`src/rtl/debounce_bank_pkg.sv`:
```
// rtl/debounce_bank_pkg.sv - shared types and helpers for the button conditioner
package debounce_bank_pkg;

    typedef enum logic [1:0] {
        RELEASED  = 2'd0,
        HELD      = 2'd1,
        REPEATING = 2'd2
    } rpt_state_t;

    function automatic int max_int(input int a, input int b);
        return (a > b) ? a : b;
    endfunction

endpackage

```
`src/rtl/debounce_channel.sv`:
```
// rtl/debounce_channel.sv - one button: synchroniser, symmetric debounce, edge pulses, auto-repeat
module debounce_channel
    import debounce_bank_pkg::*;
#(
    parameter int CNT_MAX    = 250000,
    parameter int ACTIVE_LOW = 0,
    parameter int REPEAT_EN  = 0,
    parameter int REPEAT_DLY = 50000000,
    parameter int REPEAT_PER = 10000000
) (
    input  logic clk,
    input  logic rst_n,
    input  logic button,
    output logic clean,
    output logic press,
    output logic release_pulse,
    output logic press_next
);

    localparam int             CNT_W    = $clog2(CNT_MAX);
    localparam logic [CNT_W-1:0] CNT_LAST = CNT_W'(CNT_MAX - 1);
    // Raw pin level meaning "not pressed"; flops reset here so no false edge follows reset.
    localparam logic           IDLE_RAW = (ACTIVE_LOW != 0) ? 1'b1 : 1'b0;

    logic             sync1;
    logic             sync2;
    logic             level;
    logic [CNT_W-1:0] cnt;
    logic             settle;
    logic             rise;
    logic             fall;
    logic             repeat_fire;

    assign level  = sync2 ^ IDLE_RAW;
    assign settle = (level != clean) && (cnt == CNT_LAST);
    assign rise   = settle && !clean;
    assign fall   = settle && clean;
    // Release wins over a repeat that would land in the same cycle.
    assign press_next = rise || (repeat_fire && !fall);

    // Two-flop synchroniser on the raw pin.
    always_ff @(posedge clk or negedge rst_n) begin
        if (!rst_n) begin
            sync1 <= IDLE_RAW;
            sync2 <= IDLE_RAW;
        end else begin
            sync1 <= button;
            sync2 <= sync1;
        end
    end

    // Count consecutive disagreeing samples; any agreeing sample restarts the window.
    always_ff @(posedge clk or negedge rst_n) begin
        if (!rst_n) begin
            cnt   <= '0;
            clean <= 1'b0;
        end else if (level == clean) begin
            cnt <= '0;
        end else if (cnt == CNT_LAST) begin
            clean <= level;
            cnt   <= '0;
        end else begin
            cnt <= cnt + CNT_W'(1);
        end
    end

    // Register single-cycle press/release pulses.
    always_ff @(posedge clk or negedge rst_n) begin
        if (!rst_n) begin
            press         <= 1'b0;
            release_pulse <= 1'b0;
        end else begin
            press         <= press_next;
            release_pulse <= fall;
        end
    end

    generate
        if (REPEAT_EN != 0) begin : g_rpt
            localparam int RPT_W = max_int($clog2(max_int(REPEAT_DLY, REPEAT_PER)), 1);
            localparam logic [RPT_W-1:0] DLY_LAST = RPT_W'(REPEAT_DLY - 1);
            localparam logic [RPT_W-1:0] PER_LAST = RPT_W'(REPEAT_PER - 1);

            rpt_state_t       state;
            logic [RPT_W-1:0] timer;

            assign repeat_fire = ((state == HELD) && (timer == DLY_LAST)) ||
                                 ((state == REPEATING) && (timer == PER_LAST));

            // Hold-to-repeat sequencer: initial delay, then a fixed repeat period.
            always_ff @(posedge clk or negedge rst_n) begin
                if (!rst_n) begin
                    state <= RELEASED;
                    timer <= '0;
                end else if (fall) begin
                    state <= RELEASED;
                    timer <= '0;
                end else begin
                    case (state)
                        RELEASED: begin
                            if (rise) begin
                                state <= HELD;
                                timer <= '0;
                            end
                        end
                        HELD: begin
                            if (timer == DLY_LAST) begin
                                state <= REPEATING;
                                timer <= '0;
                            end else begin
                                timer <= timer + RPT_W'(1);
                            end
                        end
                        REPEATING: begin
                            if (timer == PER_LAST) begin
                                timer <= '0;
                            end else begin
                                timer <= timer + RPT_W'(1);
                            end
                        end
                        default: begin
                            state <= RELEASED;
                            timer <= '0;
                        end
                    endcase
                end
            end
        end else begin : g_no_rpt
            assign repeat_fire = 1'b0;
        end
    endgenerate

endmodule

```
`src/rtl/debounce_bank.sv`:
```
// rtl/debounce_bank.sv - multi-channel button conditioner with combined press flag
module debounce_bank
    import debounce_bank_pkg::*;
#(
    parameter int N_CH       = 4,
    parameter int CNT_MAX    = 250000,
    parameter int ACTIVE_LOW = 0,
    parameter int REPEAT_EN  = 0,
    parameter int REPEAT_DLY = 50000000,
    parameter int REPEAT_PER = 10000000
) (
    input  logic            clk,
    input  logic            rst_n,
    input  logic [N_CH-1:0] button,
    output logic [N_CH-1:0] clean,
    output logic [N_CH-1:0] press,
    output logic [N_CH-1:0] release_pulse,
    output logic            any_press
);

    logic [N_CH-1:0] press_next;

    generate
        for (genvar i = 0; i < N_CH; i++) begin : g_ch
            debounce_channel #(
                .CNT_MAX    (CNT_MAX),
                .ACTIVE_LOW (ACTIVE_LOW),
                .REPEAT_EN  (REPEAT_EN),
                .REPEAT_DLY (REPEAT_DLY),
                .REPEAT_PER (REPEAT_PER)
            ) u_ch (
                .clk           (clk),
                .rst_n         (rst_n),
                .button        (button[i]),
                .clean         (clean[i]),
                .press         (press[i]),
                .release_pulse (release_pulse[i]),
                .press_next    (press_next[i])
            );
        end
    endgenerate

    // Reduce the per-channel next-press terms so any_press lines up with press.
    always_ff @(posedge clk or negedge rst_n) begin
        if (!rst_n) begin
            any_press <= 1'b0;
        end else begin
            any_press <= |press_next;
        end
    end

endmodule

```
`config.mk`:
```
export PLATFORM = sky130hd
export DESIGN_NAME = debounce_bank
export DESIGN_NICKNAME = d
export VERILOG_FILES = /design/src/rtl/debounce_bank_pkg.sv /design/src/rtl/debounce_channel.sv /design/src/rtl/debounce_bank.sv
export SDC_FILE = /design/constraint.sdc
export NUM_CORES = 1
export LEC_CHECK = 0
export ABC_AREA = 1
export ABC_CLOCK_PERIOD_IN_PS = 3500
export BUFFER_PORTS_ARGS = -buffer_cell sky130_fd_sc_hd__buf_2
export CORE_AREA = 2 2 145 147
export DETAILED_ROUTE_END_ITERATION = 10
export DIE_AREA = 0 0 147 149
export PLACE_DENSITY = 0.43
export RECOVER_POWER = 50
export SYNTH_ARGS = -nofsm -noshare
export SYNTH_HDL_FRONTEND = slang
export SYNTH_SLANG_ARGS = --single-unit
```
`constraint.sdc`:
```
create_clock -name clk -period 3.5 [get_ports clk]
set_input_delay 0.35 -clock clk [delete_from_list [all_inputs] [get_ports clk]]
set_output_delay 0.35 -clock clk [all_outputs]
set_load 0.05 [all_outputs]
```
# [After elaboration in Yosys (flattened, before gate mapping)]
# Index checks and enable logic that the tools add are counted.
# W data, S select, Z words.
[totals] out_inout_bits=13 regBits=93 wordCells=74 in_bits=6
[op_classes] eq_ne=12 add_sub_neg=4 bitwise_logic=4 n_mux=8 n_reduce_logical=21
[op_table] op="$mux W18" n=8
[op_table] op="$add A18 B1 Y18 const B" n=4
[op_table] op="$eq A18 B18 Y1 const B" n=4
[op_table] op="$logic_and A1 B1 Y1" n=12
[op_table] op="$reduce_and A2 Y1" n=4
[op_table] op="$eq A1 B1 Y1" n=4
[op_table] op="$logic_not A1 Y1" n=4
[op_table] op="$ne A1 B1 Y1" n=4
[op_table] op="$not A1 Y1" n=4
[op_table] op="$reduce_or A4 Y1" n=1

# [Logic depth before layout (Yosys ltp)]
# Gate-level depths: netlist (run 1).
[depth] word_depth=4 depth_mapped=10 mapped_depth_nobuf=10

# [Hierarchy]
# Synthesis (run 1) repeated with hierarchy kept, for this count alone.
[hier_totals] hier_cells=568 hier_area_um2=4820.9
[by_module_without_submodules] module="debounce_channel" n_inst=4 area_each_um2=1196.1 cells_per_inst=141 seq_area_each_um2=575.6
[by_module_without_submodules] module="debounce_bank" n_inst=1 area_each_um2=36.3 cells_per_inst=4 seq_area_each_um2=25.0

# [Least setup slack after synthesis (run 1)]
# No wires, ideal clock.
[synth_timing] path_kind="register to register" start="register g_ch[2].u_ch.cnt[0]" end="register g_ch[2].u_ch.cnt[11]" n_path_buf=0 required_time_ns=3.429 path_stages_with_launch=8 path_slack_ns=2.157 setup_ns=0.071 arrival_time_ns=1.271 period_less_slack_ns=1.343 cell_sequence="dfrtp_1 -> ha_1 -> nand2_1 -> nor2_2 -> and2_4 -> a21oi_4 -> inv_4 -> nor2_1"
[synth_via] elab_chain_len=3 word_cells_on_any_way=4 cone_classes="add/sub: 1; eq/ne: 1; mux: 2"
[synth_lines] item="start: declaration" line="debounce_channel.sv:28" text="logic [CNT_W-1:0] cnt;"
[synth_lines] item="start signal: assignment" line="debounce_channel.sv:63" text="cnt <= cnt + CNT_W'(1);"
[synth_lines] item="$add A18 B1 Y18 / $eq A18 B18 Y1 (equally long branches)" line="debounce_channel.sv:63, debounce_channel.sv:59"
[synth_lines] item="$mux W18 (*)" line="debounce_channel.sv:59" text="end else if (cnt == CNT_LAST) begin"
[synth_lines] item="$mux W18 (*)" line="debounce_channel.sv:57" text="end else if (level == clean) begin"
# Every way passes the cells marked *; elsewhere a longest branch is shown, timed or not.
# A chain may end at the register's enable or synchronous reset.

# [Worst setup path after layout (run 1)]
[layout_timing] start="register g_ch[1].u_ch.cnt[0]" end="register g_ch[1].u_ch.cnt[14]"
[layout_via] elab_chain_len=3 word_cells_on_any_way=4 cone_classes="add/sub: 1; eq/ne: 1; mux: 2"
[layout_lines] item="start: declaration" line="debounce_channel.sv:28"
[layout_lines] item="start signal: assignment" line="debounce_channel.sv:63"
[layout_lines] item="$add A18 B1 Y18 / $eq A18 B18 Y1 (equally long branches)" line="debounce_channel.sv:63, debounce_channel.sv:59"
[layout_lines] item="$mux W18 (*)" line="debounce_channel.sv:59"
[layout_lines] item="$mux W18 (*)" line="debounce_channel.sv:57"
# Marked as above.

==> flow_metrics.tcl, run 1 <==
set metrics [dict create \
    yosysSeqAreaShare_pct 46.35 \
    drcViolationCount 0 \
    overflow 0 \
    synth_area_leaders "dfrtp_1, nor2_1, nand2_1" \
    hold_buffers 0 \
    rsz0062_at_grt "false" \
    die_w_um 147 \
    cts.clk_slew.worst_paths_ns 0.07 \
    gp_congestion 0.7978 \
    cp.required_ns 3.74 \
    setup-violations-final 0 \
    synth_seq_cells 93 \
    num_vias 3825 \
    maxCapViolCount 0 \
    crit_path_end_kind "flip-flop" \
    drive_gt1_share_pct 11.48 \
    multiInputGateArea_mm2 0.002203 \
    start_util_pct 24.42 \
    ctsRootBufferMaster "clkbuf_16" \
    ir_worst_vdd_v 0.0002315 \
    worst_slew_pin_slew_ns 1.473 \
    p_leak_nw 2.636 \
    status "finished, final reports clean" \
    synth_area_mm2 0.005021 \
    io_pins 19 \
    cts_tree "built" \
    dr.pass1.iters 4 \
    clock-sinks 93 \
    maxSlewViolCount 0 \
    n_antenna_cell 0 \
    syn_nets 675 \
    finalWorstSetupSlack_ns 1.946 \
    utilization_pct 27.66 \
    vias_per_cell 3.972 \
    cts_buffer_depth 2 \
    drt_first_iter_violations 153 \
    layout.nets 693 \
    antenna_left 0 \
    grt_pass1_vias 3804 \
    place_hpwl_um 8052 \
    netlist.area_leader.share_pct 46.35 \
    grt_max_degree 56 \
    fillers 2278 \
    final_cell_area_mm2 0.005685 \
    start_kind "flip-flop" \
    max_slew_margin_pct 1.798 \
    syn2layout_area_growth_pct 13.23 \
    die_area_mm2 0.02190 \
    postSynthCellCount 665 \
    post-cts-setup-buffers 0 \
    yosysTopAreaCell "dfrtp_1" \
    antenna_found_initial 0 \
    worst-setup-path-type "reg2reg" \
    finalCritPeriodShare_pct 44.39 \
    synthDistinctLibCells 31 \
    seq_area_mm2 0.002327 \
    finalSetupTns_ns 0 \
    wl_per_cell_um 11.21 \
    htreeDepth 3 \
    worstHoldPathType "in2reg" \
    finalWirelength_um 10800 \
    postPlaceCellArea_mm2 0.005388 \
    cts-buffers-inserted 9 \
    max_freq_mhz 643.6 \
    hold_violations 0 \
    dp_slack_ns 1.915 \
    ctsResizeCount 0 \
    clock_latency_ns 0.34 \
    stdcell_count 963 \
    die_h_um 149 \
    finalPower_mw 2.172 \
    hold_slack_ns 0.1066 \
    crit_arrival_ns 1.79 \
    path_max_fanout 4 \
    core_mm2 0.02056 \
    fin_crit_ns 1.554 \
    grt_pass1_wl_um 18880 \
    num_rows 53 \
    track_usage_pct 10.75 \
    placed_cells 947 \
    numPortBuffers 18 \
    syn_area_per_cell_um2 7.550 \
    power_density_mw_per_mm2 382.0 \
    finalClockSkew_ns 0.009606 \
    synth_warnings 0 \
]
-- synthesized netlist by cell type --
| library cell | n |
|---|---|
| a21oi_1 | 9 |
| a21oi_2 | 1 |
| a21oi_4 | 1 |
| and2_4 | 1 |
| and3_1 | 2 |
| buf_4 | 12 |
| dfrtp_1 | 93 |
| ha_1 | 4 |
| inv_1 | 103 |
| inv_2 | 2 |
| inv_4 | 1 |
| nand2_1 | 140 |
| nand2_2 | 12 |
| nand2_4 | 2 |
| nand3_1 | 28 |
| nand3_2 | 4 |
| nand3b_1 | 1 |
| nand4_1 | 8 |
| nor2_1 | 159 |
| nor2_2 | 7 |
| nor2_4 | 6 |
| nor3_1 | 23 |
| nor3_2 | 6 |
| nor3_4 | 1 |
| nor3b_1 | 1 |
| nor4_1 | 2 |
| o21ai_0 | 8 |
| o21ai_1 | 1 |
| o21ai_2 | 1 |
| xnor2_1 | 2 |
| xor2_1 | 24 |
-- routing by layer --
layer / part of all wire (%) / routed length, um / track usage (%)
met5: 0 / 0 / 0
met4: 0.79 / 85 / 2.163
met3: 2.9 / 310 / 2.966
met2: 45 / 4812 / 17.21
met1: 52 / 5587 / 14.68
-- critical path, cell delays in order (launching register included) --
cell,delay [ns]
dfrtp_1,0.41
ha_1,0.20
nand2_2,0.09
nor3_2,0.27
nand2_1,0.14
nor2_1,0.16
nand2_1,0.07
nand2_1,0.06
nor2_1,0.04
-- placed cells by master (no fill, tap or decap), types with 2 or more instances in the layout --
cell type,Yosys,routed
buf_2,0,17
nand3_2,4,4
xnor2_1,2,2
nor3_2,6,6
ha_1,4,4
clkinv_4,0,2
dfrtp_1,93,93
nor3_1,23,23
xor2_1,24,24
inv_1,103,103
clkbuf_16,0,9
nand2_4,2,2
and3_1,2,2
a21oi_1,9,9
nor2_4,6,6
nor2_1,159,159
nand4_1,8,8
nor2_2,7,7
nor4_1,2,2
o21ai_0,8,8
nand2_1,140,140
nand3_1,28,28
nand2_2,12,12
clkinvlp_4,0,2
inv_2,2,2
-- report_power, final --
part | total (mW) | internal, mW | switching [mW]
Clock | 0.996 | 0.559 | 0.437
Combinational | 0.0719 | 0.0181 | 0.0538
Sequential | 1.10 | 1.09 | 0.0135
-- sequential cells by signal, indices dropped and copies added (netlist names) --
register,cells
any_press,1
g_ch.u_ch.clean,4
g_ch.u_ch.cnt,72
g_ch.u_ch.level,4
g_ch.u_ch.press,4
g_ch.u_ch.release_pulse,4
g_ch.u_ch.sync1,4
-- logic make-up after synthesis --
logic type | synth area share, %
AND/OR/NAND/NOR | 35.88
buffers and inverters | 9.768
flip-flops | 46.35
XOR/XNOR | 4.535
AO/OA/AOI/OAI | 2.467
adder cells (fa/ha/maj) | 0.9968
-- final timing paths --
| path | startpoint | endpoint | slack [ns] | depth (start not counted) |
|---|---|---|---|---|
| max | g_ch[1].u_ch.cnt[0] | g_ch[1].u_ch.cnt[14] | 1.95 | 8 |
| min | button[2] | g_ch[2].u_ch.sync1 | 0.11 | 1 |
| max reg2reg | g_ch[1].u_ch.cnt[0] | g_ch[1].u_ch.cnt[14] | 1.95 | 8 |
| min reg2reg | g_ch[2].u_ch.sync1 | g_ch[2].u_ch.level | 0.35 | 0 |
| max in group asynchronous | rst_n | g_ch[3].u_ch.cnt[1] | 2.26 | 2 |
| min in group asynchronous | rst_n | g_ch[0].u_ch.cnt[14] | 0.36 | 1 |
-- final cells by class --
type / count / share of cell area, %
repair buffers: 19 / 1.937
multi-input cells: 454 / 38.75
well taps: 275 / 6.052
clock buffers: 10 / 4.027
inverters: 106 / 7.042
flip-flops and latches: 93 / 40.93
clock inverters: 6 / 1.254
(Power assumes the default switching activity.)
==> inputs of run 2 (changes only) <==
--- a/config.mk
+++ b/config.mk
@@ -6,7 +6,7 @@
 export NUM_CORES = 1
 export LEC_CHECK = 0
 export ABC_AREA = 1
-export ABC_CLOCK_PERIOD_IN_PS = 3500
+export ABC_CLOCK_PERIOD_IN_PS = 1500
 export BUFFER_PORTS_ARGS = -buffer_cell sky130_fd_sc_hd__buf_2
 export CORE_AREA = 2 2 145 147
 export DETAILED_ROUTE_END_ITERATION = 10
==> constraint.sdc (replaced) <==
create_clock -name clk -period 1.5 [get_ports clk]
set_input_delay 0.15 -clock clk [delete_from_list [all_inputs] [get_ports clk]]
set_output_delay 0.15 -clock clk [all_outputs]
set_load 0.05 [all_outputs]
==> flow_metrics.tcl, run 2 (same netlist as run 1, synthesis figures left out) <==
set metrics [dict create \
    start_kind "flip-flop" \
    worst_slew_pin_slew_ns 0.6757 \
    cts_tree "built" \
    hold_slack_ns 0.3479 \
    stdcell_count 1005 \
    n_antenna_cell 0 \
    p_switching_mw 1.180 \
    cp_slowest_cell "dfrtp_1" \
    antenna_found_initial 0 \
    drcViolationCount 0 \
    rsz0062_at_grt "true" \
    gp_congestion 0.7821 \
    core_mm2 0.02056 \
    switching_share_pct 23.73 \
    htreeDepth 3 \
    hold_violations 0 \
    grt_pass1_wl_um 19740 \
    power_density_mw_per_mm2 808.5 \
    crit_arrival_ns 1.66 \
    io_pins 19 \
    layout.nets 735 \
    wl_per_cell_um 11.28 \
    finalClockSkew_ns 0.005748 \
    status "finished, final reports clean" \
    cp_cell_sequence "ha_4 > nand2_4 > inv_2 > nand2_4 > nor3_4 > nand2_4 > nand2_4 > nor3_2" \
    crit_family "simple AND/OR/NAND/NOR gates" \
    final_common_cell "nor2_1" \
    crit_buf_inv 1 \
    layout_common_cells "nor2_1, nand2_1, inv_1, dfrtp_1, buf_4" \
    overflow 0 \
    maxSlewViolCount 0 \
    path_common_cell "nand2_4" \
    finalCritPeriodShare_pct 95.52 \
    seq_area_mm2 0.002330 \
    numPortBuffers 18 \
    clock-sinks 93 \
    placed_cells 977 \
    cts_buffer_depth 2 \
    crit_path_end_kind "flip-flop" \
    track_usage_pct 11.26 \
    multiInputGateArea_mm2 0.002356 \
    cts.clk_slew.worst_paths_ns 0.07 \
    ctsRootBufferMaster "clkbuf_16" \
    max_freq_mhz 697.9 \
    clock_latency_ns 0.35 \
    fin_crit_ns 1.433 \
    grt_max_degree 39 \
    num_rows 53 \
    max_stage_delay_ns 0.43 \
    worst-setup-path-type "reg2reg" \
    start_util_pct 24.42 \
    finalWirelength_um 11340 \
    fillers 2266 \
    dr.pass1.iters 4 \
    cts-buffers-inserted 9 \
    finalSetupTns_ns 0 \
    ir_worst_vdd_v 0.0004968 \
    seqPwrFrac_pct 51.8 \
    grt_pass1_vias 4080 \
    drt_first_iter_violations 188 \
    power_frac_clock_pct 43.5 \
    setup-violations-final 0 \
    antenna_left 0 \
    die_area_mm2 0.02190 \
    drive_gt1_share_pct 20.41 \
    place_hpwl_um 8465 \
    combinationalPowerShare_pct 4.7 \
    ff2ff_setup_slack_ns 0.07 \
    vias_per_cell 3.969 \
    p_leak_nw 2.891 \
    num_vias 3989 \
    max_slew_margin_pct 54.96 \
    intPower_mw 3.793 \
    die_h_um 149 \
    syn2layout_area_growth_pct 22.50 \
    worstHoldPathType "reg2reg" \
    path_max_fanout 5 \
    maxCapViolCount 0 \
    top_register "g_ch.u_ch.cnt" \
    finalPower_mw 4.973 \
    cp.required_ns 1.72 \
    die_w_um 147 \
    largest_reg_flops 72 \
]
## run 2: path summary, 6_finish.rpt
path	startpoint	end	depth (start not counted)
hold reg to reg	g_ch[1].u_ch.sync1	g_ch[1].u_ch.level	0
setup reg to reg	g_ch[0].u_ch.cnt[1]	g_ch[0].u_ch.cnt[7]	8
setup / recovery	g_ch[0].u_ch.cnt[1]	g_ch[0].u_ch.cnt[7]	8
max in group asynchronous	rst_n	g_ch[0].u_ch.cnt[3]	3
min in group asynchronous	rst_n	g_ch[0].u_ch.cnt[8]	2
hold / removal	g_ch[1].u_ch.sync1	g_ch[1].u_ch.level	0
## run 2: repair_timing
item                       CTS  global route
gates cloned                 1             0
hold buffers                 5             0
gates resized for setup      4            39
buffers inserted             0             6
setup endpoints to repair    6            51
hold endpoints to repair    25             0
pin swaps                    2            18
## run 2: routing by layer
layer	global-route usage, %	vias up	wire length, um
met5	0	-	0
met4	3.462	0	163
met3	2.477	12	286
met2	18.00	36	5181
met1	15.31	1804	5704
li1	-	2137	-
## run 2: power groups by stage
stage | Combinational (mW) | Sequential, mW | Clock, mW
floorplan | 0.0818 | 2.62 | 0
global placement | 0.217 | 2.62 | 0
detailed placement | 0.216 | 2.62 | 0
CTS | 0.230 | 2.57 | 2.29
global route | 0.270 | 2.58 | 2.40
finish | 0.233 | 2.57 | 2.17
## run 2: stage by stage
stage               cell area, um2  util [%]  setup WS (ns)
finish                        6151     29.92        0.06715
global route                  6151     29.92       -0.04012
CTS                           5977     29.07        0.01707
detailed placement            5625     27.36      -0.001377
global placement              5625     27.36        0.04956
floorplan                     5021         -         0.1575
## run 2: worst reg2reg max path, delay by kind of cell, from the launching register on
| family | cells | cell delay [ns] |
|---|---|---|
| fa+ha+maj | 1 | 0.18 |
| flops | 1 | 0.43 |
| buf+inv | 1 | 0.08 |
| simple gates | 6 | 0.61 |
## run 2: final cells by class
| class | instances | area share (%) |
|---|---|---|
| clock buffers | 10 | 3.885 |
| clock inverters | 6 | 0.6306 |
| inverters | 106 | 6.509 |
| multi-input cells | 455 | 38.30 |
| flip-flops and latches | 93 | 37.88 |
| well taps | 275 | 5.594 |
| repair buffers | 60 | 7.201 |
